[src/rtl/layer_feeder_if.sv]
// -----------------------------------------------------------------------------
// layer_feeder_if
// Bundles the control and layer-data signals exchanged between the
// layer_feeder and the surrounding game logic / shift_layer stack.
//   module_en      : freeze control (0 holds everything in the feeder)
//   one_ms_tick    : 1 kHz single-cycle tick
//   scroll_req     : single-cycle request to scroll one layer
//   start          : single-cycle pulse launching the scroll
//   load           : single-cycle pulse committing the new layer
//   layer_map_out  : new top layer map, 1 = ground block
//   block_type_out : per-block type, always a subset of layer_map_out
//   busy           : feeder is outside IDLE
//   layer_count    : number of committed layers, saturating
// slave  : the feeder side
// master : the requester / observer side
// -----------------------------------------------------------------------------
interface layer_feeder_if;
  logic        module_en;
  logic        one_ms_tick;
  logic        scroll_req;
  logic        start;
  logic        load;
  logic [0:6]  layer_map_out;
  logic [0:6]  block_type_out;
  logic        busy;
  logic [15:0] layer_count;

  modport slave (
    input  module_en, one_ms_tick, scroll_req,
    output start, load, layer_map_out, block_type_out, busy, layer_count
  );

  modport master (
    output module_en, one_ms_tick, scroll_req,
    input  start, load, layer_map_out, block_type_out, busy, layer_count
  );
endinterface

[src/rtl/layer_feeder.sv]
// -----------------------------------------------------------------------------
// layer_feeder
// Sources the new top-row layer for the shift_layer stack. Each scroll
// request generates a candidate 7-block layer (LFSR or fixed table), accepts
// it only if it has enough blocks and is reachable from the previous layer,
// falls back to repeating the previous map after too many rejects, then
// pulses start, times the scroll in ms ticks and pulses load on the last tick.
//
// Ports:
//   clk   : system clock
//   rst_n : asynchronous active-low reset
//   bus   : layer_feeder_if.slave (module_en, one_ms_tick, scroll_req in;
//           start, load, layer_map_out, block_type_out, busy, layer_count out)
//
// Build option:
//   LAYER_FEEDER_FIXED_PATTERN_EN : when defined, candidates come from a fixed
//   8-entry table stepped once per GEN cycle instead of from the LFSR.
// -----------------------------------------------------------------------------
module layer_feeder #(
  parameter int          SCROLL_MS  = 150,
  parameter logic [15:0] LFSR_SEED  = 16'hACE1,
  parameter int          MIN_BLOCKS = 2,
  parameter int          MAX_RETRY  = 8
) (
  input logic          clk,
  input logic          rst_n,
  layer_feeder_if.slave bus
);

  localparam int MSW = (SCROLL_MS > 1) ? $clog2(SCROLL_MS) : 1;
  localparam int RTW = $clog2(MAX_RETRY + 1);
  localparam logic [MSW-1:0] MS_LAST = MSW'(SCROLL_MS - 1);
  localparam logic [RTW-1:0] RT_LAST = RTW'(MAX_RETRY - 1);
  localparam logic [3:0]     MINB    = 4'(MIN_BLOCKS);

  typedef enum logic [2:0] {
    S_IDLE, S_GEN, S_START, S_SCROLL, S_LOAD
  } state_t;

  state_t          state_q, state_d;
  logic [15:0]     lfsr_q, lfsr_d, lfsr_nx;
  logic [0:6]      map_q, map_d;
  logic [0:6]      type_q, type_d;
  logic [15:0]     count_q, count_d;
  logic [RTW-1:0]  retry_q, retry_d;
  logic [MSW-1:0]  ms_q, ms_d;
  logic            pending_q, pending_d;
  logic            start_c, load_c;
  logic [0:6]      cand, typ, reach;
  logic            accept;

  function automatic logic [3:0] popcnt7(input logic [0:6] v);
    logic [3:0] c;
    c = 4'd0;
    for (int i = 0; i < 7; i++) c = c + {3'b000, v[i]};
    return c;
  endfunction

  // Galois form, taps x^16+x^14+x^13+x^11
  assign lfsr_nx = {1'b0, lfsr_q[15:1]} ^ (lfsr_q[0] ? 16'hB400 : 16'h0000);

`ifdef LAYER_FEEDER_FIXED_PATTERN_EN
  logic [2:0] pat_q, pat_d;

  function automatic logic [0:6] pat_lut(input logic [2:0] idx);
    logic [0:6] p;
    case (idx)
      3'd0:    p = 7'b0011100;
      3'd1:    p = 7'b0111110;
      3'd2:    p = 7'b1100011;
      3'd3:    p = 7'b0001111;
      3'd4:    p = 7'b1111000;
      3'd5:    p = 7'b0110110;
      3'd6:    p = 7'b1000001;
      default: p = 7'b0000000;
    endcase
    return p;
  endfunction

  assign cand = pat_lut(pat_q);
  assign typ  = cand & 7'b0101010;
`else
  assign cand = lfsr_q[6:0];
  assign typ  = lfsr_q[13:7] & cand;
`endif

  // Blocks the player can land on: the previous layer widened by one
  // position each side, without wrapping at the edges.
  assign reach  = map_q | (map_q << 1) | (map_q >> 1);
  assign accept = (popcnt7(cand) >= MINB) && ((cand & reach) != 7'b0000000);

  always_comb begin
    state_d   = state_q;
    lfsr_d    = lfsr_q;
    map_d     = map_q;
    type_d    = type_q;
    count_d   = count_q;
    retry_d   = retry_q;
    ms_d      = ms_q;
    pending_d = pending_q;
    start_c   = 1'b0;
    load_c    = 1'b0;
`ifdef LAYER_FEEDER_FIXED_PATTERN_EN
    pat_d     = pat_q;
`endif
    if (bus.module_en) begin
      lfsr_d = lfsr_nx;
      // One-deep queue; covers requests arriving in the LOAD cycle too.
      if (bus.scroll_req && (state_q != S_IDLE)) pending_d = 1'b1;
      case (state_q)
        S_IDLE: begin
          if (bus.scroll_req || pending_q) begin
            state_d   = S_GEN;
            pending_d = 1'b0;
            retry_d   = '0;
          end
        end
        S_GEN: begin
`ifdef LAYER_FEEDER_FIXED_PATTERN_EN
          pat_d = pat_q + 3'd1;
`endif
          if (accept) begin
            map_d   = cand;
            type_d  = typ;
            state_d = S_START;
          end else if (retry_q < RT_LAST) begin
            retry_d = retry_q + 1'b1;
          end else begin
            // Fallback: repeat the previous map, all blocks plain.
            type_d  = 7'b0000000;
            state_d = S_START;
          end
        end
        S_START: begin
          start_c = 1'b1;
          ms_d    = '0;
          state_d = S_SCROLL;
        end
        S_SCROLL: begin
          if (bus.one_ms_tick) begin
            if (ms_q == MS_LAST) begin
              load_c  = 1'b1;
              state_d = S_LOAD;
            end else begin
              ms_d = ms_q + 1'b1;
            end
          end
        end
        S_LOAD: begin
          if (count_q != 16'hFFFF) count_d = count_q + 16'd1;
          state_d = S_IDLE;
        end
        default: state_d = S_IDLE;
      endcase
    end
  end

  always_ff @(posedge clk or negedge rst_n) begin
    if (!rst_n) begin
      state_q   <= S_IDLE;
      lfsr_q    <= LFSR_SEED;
      map_q     <= 7'b1111111;
      type_q    <= 7'b0000000;
      count_q   <= 16'd0;
      retry_q   <= '0;
      ms_q      <= '0;
      pending_q <= 1'b0;
`ifdef LAYER_FEEDER_FIXED_PATTERN_EN
      pat_q     <= 3'd0;
`endif
    end else begin
      state_q   <= state_d;
      lfsr_q    <= lfsr_d;
      map_q     <= map_d;
      type_q    <= type_d;
      count_q   <= count_d;
      retry_q   <= retry_d;
      ms_q      <= ms_d;
      pending_q <= pending_d;
`ifdef LAYER_FEEDER_FIXED_PATTERN_EN
      pat_q     <= pat_d;
`endif
    end
  end

  assign bus.start          = start_c;
  assign bus.load           = load_c;
  assign bus.layer_map_out  = map_q;
  assign bus.block_type_out = type_q;
  assign bus.busy           = (state_q != S_IDLE);
  assign bus.layer_count    = count_q;

endmodule
[src/flat_wrapper.sv]
// flat-port wrapper written by rule: the top's interface ports become plain ports
module layer_feeder_flat 
#(
  parameter int          SCROLL_MS  = 150,
  parameter logic [15:0] LFSR_SEED  = 16'hACE1,
  parameter int          MIN_BLOCKS = 2,
  parameter int          MAX_RETRY  = 8
)
  (clk, rst_n, bus_module_en, bus_one_ms_tick, bus_scroll_req, bus_start, bus_load, bus_layer_map_out, bus_block_type_out, bus_busy, bus_layer_count);
  layer_feeder_if bus_i ();
  input logic clk;
  input logic rst_n;
  input wire logic [$bits(bus_i.module_en)-1:0] bus_module_en;
  input wire logic [$bits(bus_i.one_ms_tick)-1:0] bus_one_ms_tick;
  input wire logic [$bits(bus_i.scroll_req)-1:0] bus_scroll_req;
  output wire logic [$bits(bus_i.start)-1:0] bus_start;
  output wire logic [$bits(bus_i.load)-1:0] bus_load;
  output wire logic [$bits(bus_i.layer_map_out)-1:0] bus_layer_map_out;
  output wire logic [$bits(bus_i.block_type_out)-1:0] bus_block_type_out;
  output wire logic [$bits(bus_i.busy)-1:0] bus_busy;
  output wire logic [$bits(bus_i.layer_count)-1:0] bus_layer_count;
  assign bus_i.module_en = bus_module_en;
  assign bus_i.one_ms_tick = bus_one_ms_tick;
  assign bus_i.scroll_req = bus_scroll_req;
  assign bus_start = bus_i.start;
  assign bus_load = bus_i.load;
  assign bus_layer_map_out = bus_i.layer_map_out;
  assign bus_block_type_out = bus_i.block_type_out;
  assign bus_busy = bus_i.busy;
  assign bus_layer_count = bus_i.layer_count;
  layer_feeder #(.SCROLL_MS(SCROLL_MS), .LFSR_SEED(LFSR_SEED), .MIN_BLOCKS(MIN_BLOCKS), .MAX_RETRY(MAX_RETRY)) u_core (.clk(clk), .rst_n(rst_n), .bus(bus_i));
endmodule
[config.mk]
export PLATFORM = sky130hd
export DESIGN_NAME = layer_feeder_flat
export DESIGN_NICKNAME = d
export VERILOG_FILES = /design/src/rtl/layer_feeder_if.sv /design/src/rtl/layer_feeder.sv /design/src/flat_wrapper.sv
export SDC_FILE = /design/constraint.sdc
export NUM_CORES = 1
export LEC_CHECK = 0
export ABC_AREA = 1
export BUFFER_PORTS_ARGS = -buffer_cell sky130_fd_sc_hd__buf_4
export CELL_PAD_IN_SITES_DETAIL_PLACEMENT = 1
export CELL_PAD_IN_SITES_GLOBAL_PLACEMENT = 1
export CORE_MARGIN = 2
export CORE_UTILIZATION = 40
export DETAILED_ROUTE_END_ITERATION = 8
export HOLD_SLACK_MARGIN = 0.12
export MAX_ROUTING_LAYER = met4
export PLACE_DENSITY_LB_ADDON = 0.08
export SYNTH_ARGS = -nofsm -noshare
export SYNTH_HDL_FRONTEND = slang
export SYNTH_SLANG_ARGS = --single-unit
export TNS_END_PERCENT = 1
[constraint.sdc]
create_clock -name clk -period 4.45 [get_ports clk]
set_clock_uncertainty 0.2 [all_clocks]
set_input_delay 0.89 -clock clk [delete_from_list [all_inputs] [get_ports clk]]
set_output_delay 0.89 -clock clk [all_outputs]
set_load 0.005 [all_outputs]
# Word level (Yosys, flattened, before mapping)
# Cells that the tools add are included.
# classes
shifts	0
n_mul	0
add_sub_neg	9
mux	25
bitwise_logic	5
n_lt_le_gt_ge	2
div	0
n_eq_ne	14
n_reduce_logical	14
# op_table
operator	n
$add 4x1->4	5
$add 16x1->16 const B	1
$mux 16	1
$mux 8	2
$ne 16x16->1 const B	1
$pmux 8 s2	1
$xor 15x16->16	1
$mux 3	5
$and 7x7->7	2
$mux 7	2
$mux 4	3
$pmux 3 s4	1
$reduce_and 5->1	2
$mux 1	9
$reduce_and 3->1	3
$add 8x1->8 const B	1
$eq 8x8->1 const B	1
$ne 2x1->1 const B	4
$pmux 4 s2	1
$or 7x6->7	1
$or 7x7->7	1
$reduce_bool 7->1	1
$eq 3x2->1 const B	2
$ne 2x2->1 const B	3
13 further kinds	15
# word_totals
regBits	62
romBits	0
latchBits	0
mem_bits_rw	0
out_inout_bits	33
memories	0
elab_cells	77

# Logic depth before layout (Yosys ltp)
# depth
ltp_word	10
mapped_depth	15
ltp_nobuf	15

# Worst setup path after synthesis
# OpenSTA, ideal clock, no wires.
# synth_timing
path_kind	flip-flop to output port
from	register, netlist name u_core.lfsr_q[5]
to	output port bus_load
t_arrival_ns	3.035
stages_incl_launch_ff	15
slack_ns	0.325
cell_sequence	dfstp_2 > ha_1 > inv_1 > fa_1 > fa_1 > inv_1 > ha_1 > inv_1 > fa_1 > xor2_1 > nand4_1 > nand2_1 > nand3_1 > nand2_1 > nor2_1
# synth_lines
element	line	source
to (decl)	flat_wrapper.sv:17	output wire logic [$bits(bus_i.load)-1:0] bus_load;

==> results.cfg <==
[outcome]
violations = setup timing
outcome = finished with violations

[global_routing]
track_usage_pct = 20.6
overflow = 0
grt_pass1_wl_microns = 13800
antenna_found_initial = 0
grt_pass1_vias = 2901
grt_max_degree = 63

[power]
sequentialPowerShare_pct = 41.2
internal_power_uw = 1360
max-vdd-ir-drop_mv = 0.229
switchingPower_uw = 821
combPwrFrac_pct = 36.2
p_sw_share_pct = 37.7
power_density_nw_per_um2 = 564
p_leak_uw = 0.00187
power_frac_clock_pct = 22.5

[placed_design]
place_congestion = 0.815
dp_slack_ns = 0.0316
hpwlAfterDp_microns = 5730
port_buffers = 37

[job]
max_cap_viol_count = 0

[clocking]
clock_path_buffers = 2
numCtsBuffers = 9
cts-htree-levels = 3
cts_tree = done
root_buffer = clkbuf_8
clk_latency_ns = 0.34
cts.clk_slew.worst_paths_ns = 0.07
cts.sinks = 62

[logic_synthesis]
async_flop_share_pct = 100
synth-edff-count = 0
synth-seq-cells = 62
syn_nets = 393
synthTopCellsByArea = dfrtp_1 36%, nand2_1 13%, dfstp_2 12%, nand3_1 4.5%, inv_1 4.2%
synth.largest_area_cell = dfrtp_1
synthFlopType = dfrtp_1
yosysMostFrequentCell = nand2_1
synthCells = 377
yosysSeqAreaShare_pct = 48.7
synth_top_area_share_pct = 36.5
synth.avg_cell_area_sq_um = 8.55
synth-warning-count = 0
synthesis.area_sq_um = 3220
synth_common_cells = 115 x nand2_1, 47 x dfrtp_1, 36 x inv_1
synth_cell_type_count = 31

[floorplanning]
die_h_microns = 93.8
core-area_sq_um = 7770
io_pins = 38
std_cell_rows = 32
initial_core_util_pct = 41.5
die-area_sq_um = 8790
die_x_microns = 93.8

[route]
wl_microns = 7940
vias_per_cell = 5.05
drt_pass1_iterations = 4
wl_per_cell_microns = 14.9
num_vias = 2681
ant_nets = 0
drc = 0
drt_iter0_markers = 70

[cells_and_area]
final_nets = 440
diodes = 0
synthToLayoutAreaGrowth_pct = 19.9
drive_gt1_share_pct = 23.5

[timing]
final-max-slew-violation-count = 0
grt_setup_unrepaired = true
hold_violations = 0
tightest_slew_ns = 0.801
tns_ns = -0.0381
finalWorstSetupSlack_ns = -0.0381
fin_crit_ns = 4.49
setup_viol = 1
period_share_pct = 101
slew_headroom_pct = 46.6
fmax_mhz = 223

[worst_setup_path]
critPathKind = register to primary output
arrival_ns = 3.40
end_kind = primary output
start_kind = register
crit_required_ns = 3.36
cp_max_fo = 2

[min_path]
holdCritPathClass = register to register
registers in the layout (all words and copies together) (netlist names):
register / flops
u_core.ms_q: 8
u_core.pending_q: 1
u_core.bus.layer_map_out: 7
u_core.state_q: 3
u_core.retry_q: 4
u_core.lfsr_q: 16
u_core.bus.block_type_out: 7
u_core.bus.layer_count: 16
layout make-up:
class | count | area [sq um]
multi-input combinational | 265 | 1470
clock inverter | 5 | 50.0
sequential | 62 | 1570
inverter | 41 | 154
timing repair buffer | 45 | 350
fill | 938 | 3900
clock buffer | 11 | 141
tap | 102 | 128
per-layer routing:
layer / vias up / share of wire, % / global-route usage, %
li1: 1297 / - / -
met4: 0 / 1.7 / 8.82
met2: 43 / 50 / 33.7
met1: 1330 / 45 / 25.4
met3: 11 / 3.3 / 3.21
met5: - / 0 / -
final timing paths:
kind / from / end / slack [ns] / cells past startpoint
max: u_core.lfsr_q[6] / bus_load / -0.04 / 14
min: u_core.lfsr_q[11] / u_core.lfsr_q[11] / 0.29 / 2
max reg2reg: u_core.lfsr_q[6] / u_core.bus.block_type_out[4] / 0.73 / 16
min reg2reg: u_core.lfsr_q[11] / u_core.lfsr_q[11] / 0.29 / 2
max in group asynchronous: rst_n / u_core.bus.block_type_out[6] / 3.08 / 1
min in group asynchronous: rst_n / u_core.ms_q[5] / 0.43 / 1
critical path, stage by stage, from the launching register on:
cell and delay (ns):
dfstp_2 0.56, ha_4 0.20, inv_2 0.05, fa_1 0.41
fa_1 0.43, inv_1 0.08, ha_2 0.19, inv_2 0.04
fa_2 0.51, nand4_1 0.13, nand2_2 0.11, nand3_2 0.08
nand2_2 0.10, nor2_2 0.04, buf_4 0.13
per-stage QoR:
step	util [%]	std cells	instance area (sq um)	hold WS, ns	power (uW)
final	49.8	531	3860	0.289	2180
after floorplan	-	377	3220	0.251	1340
after global placement	46.6	512	3620	0.266	1610
after detailed placement	46.6	512	3620	0.275	1650
after global routing	49.8	531	3860	0.316	2360
after CTS	49.8	531	3860	0.293	2210
cells by family after synthesis:
family	after synthesis	synth area share (%)
buf+inv	50	6.60
flops	62	48.7
simple gates	195	26.4
xor+xnor	23	6.25
compound gates	36	7.10
fa+ha+maj	11	4.97
cells in the final DEF, fill, tap and decap left out, types with 3 or more instances in the layout:
cell type	netlist	layout
nor2_1	29	28
clkbuf_8	0	10
o31ai_2	4	4
nand3_1	29	28
nand2_1	115	113
inv_1	36	34
dfstp_2	15	15
clkinv_2	0	4
o21ai_1	7	7
nand4_1	5	5
ha_1	8	6
xnor2_1	11	11
nor3_2	3	3
xor2_1	12	12
o21ai_0	20	20
inv_2	5	7
nor3_1	6	6
dfrtp_1	47	47
buf_4	0	44
power by group through the flow:
stage	Sequential (uW)	Combinational (uW)	Clock (uW)
6_report	898	790	491
5_1_grt	921	905	531
4_1_cts	900	802	508
3_5_place_dp	904	744	0
3_3_place_gp	894	714	0
2_1_floorplan	874	463	0
repair_timing:
action | in CTS | in global routing
gates resized for setup | 9 | 0
pin swaps | 6 | 1
hold buffers | 0 | 0
buffers inserted | 3 | 0
setup endpoints to repair | 1 | 1
(Power assumes the default switching activity.)
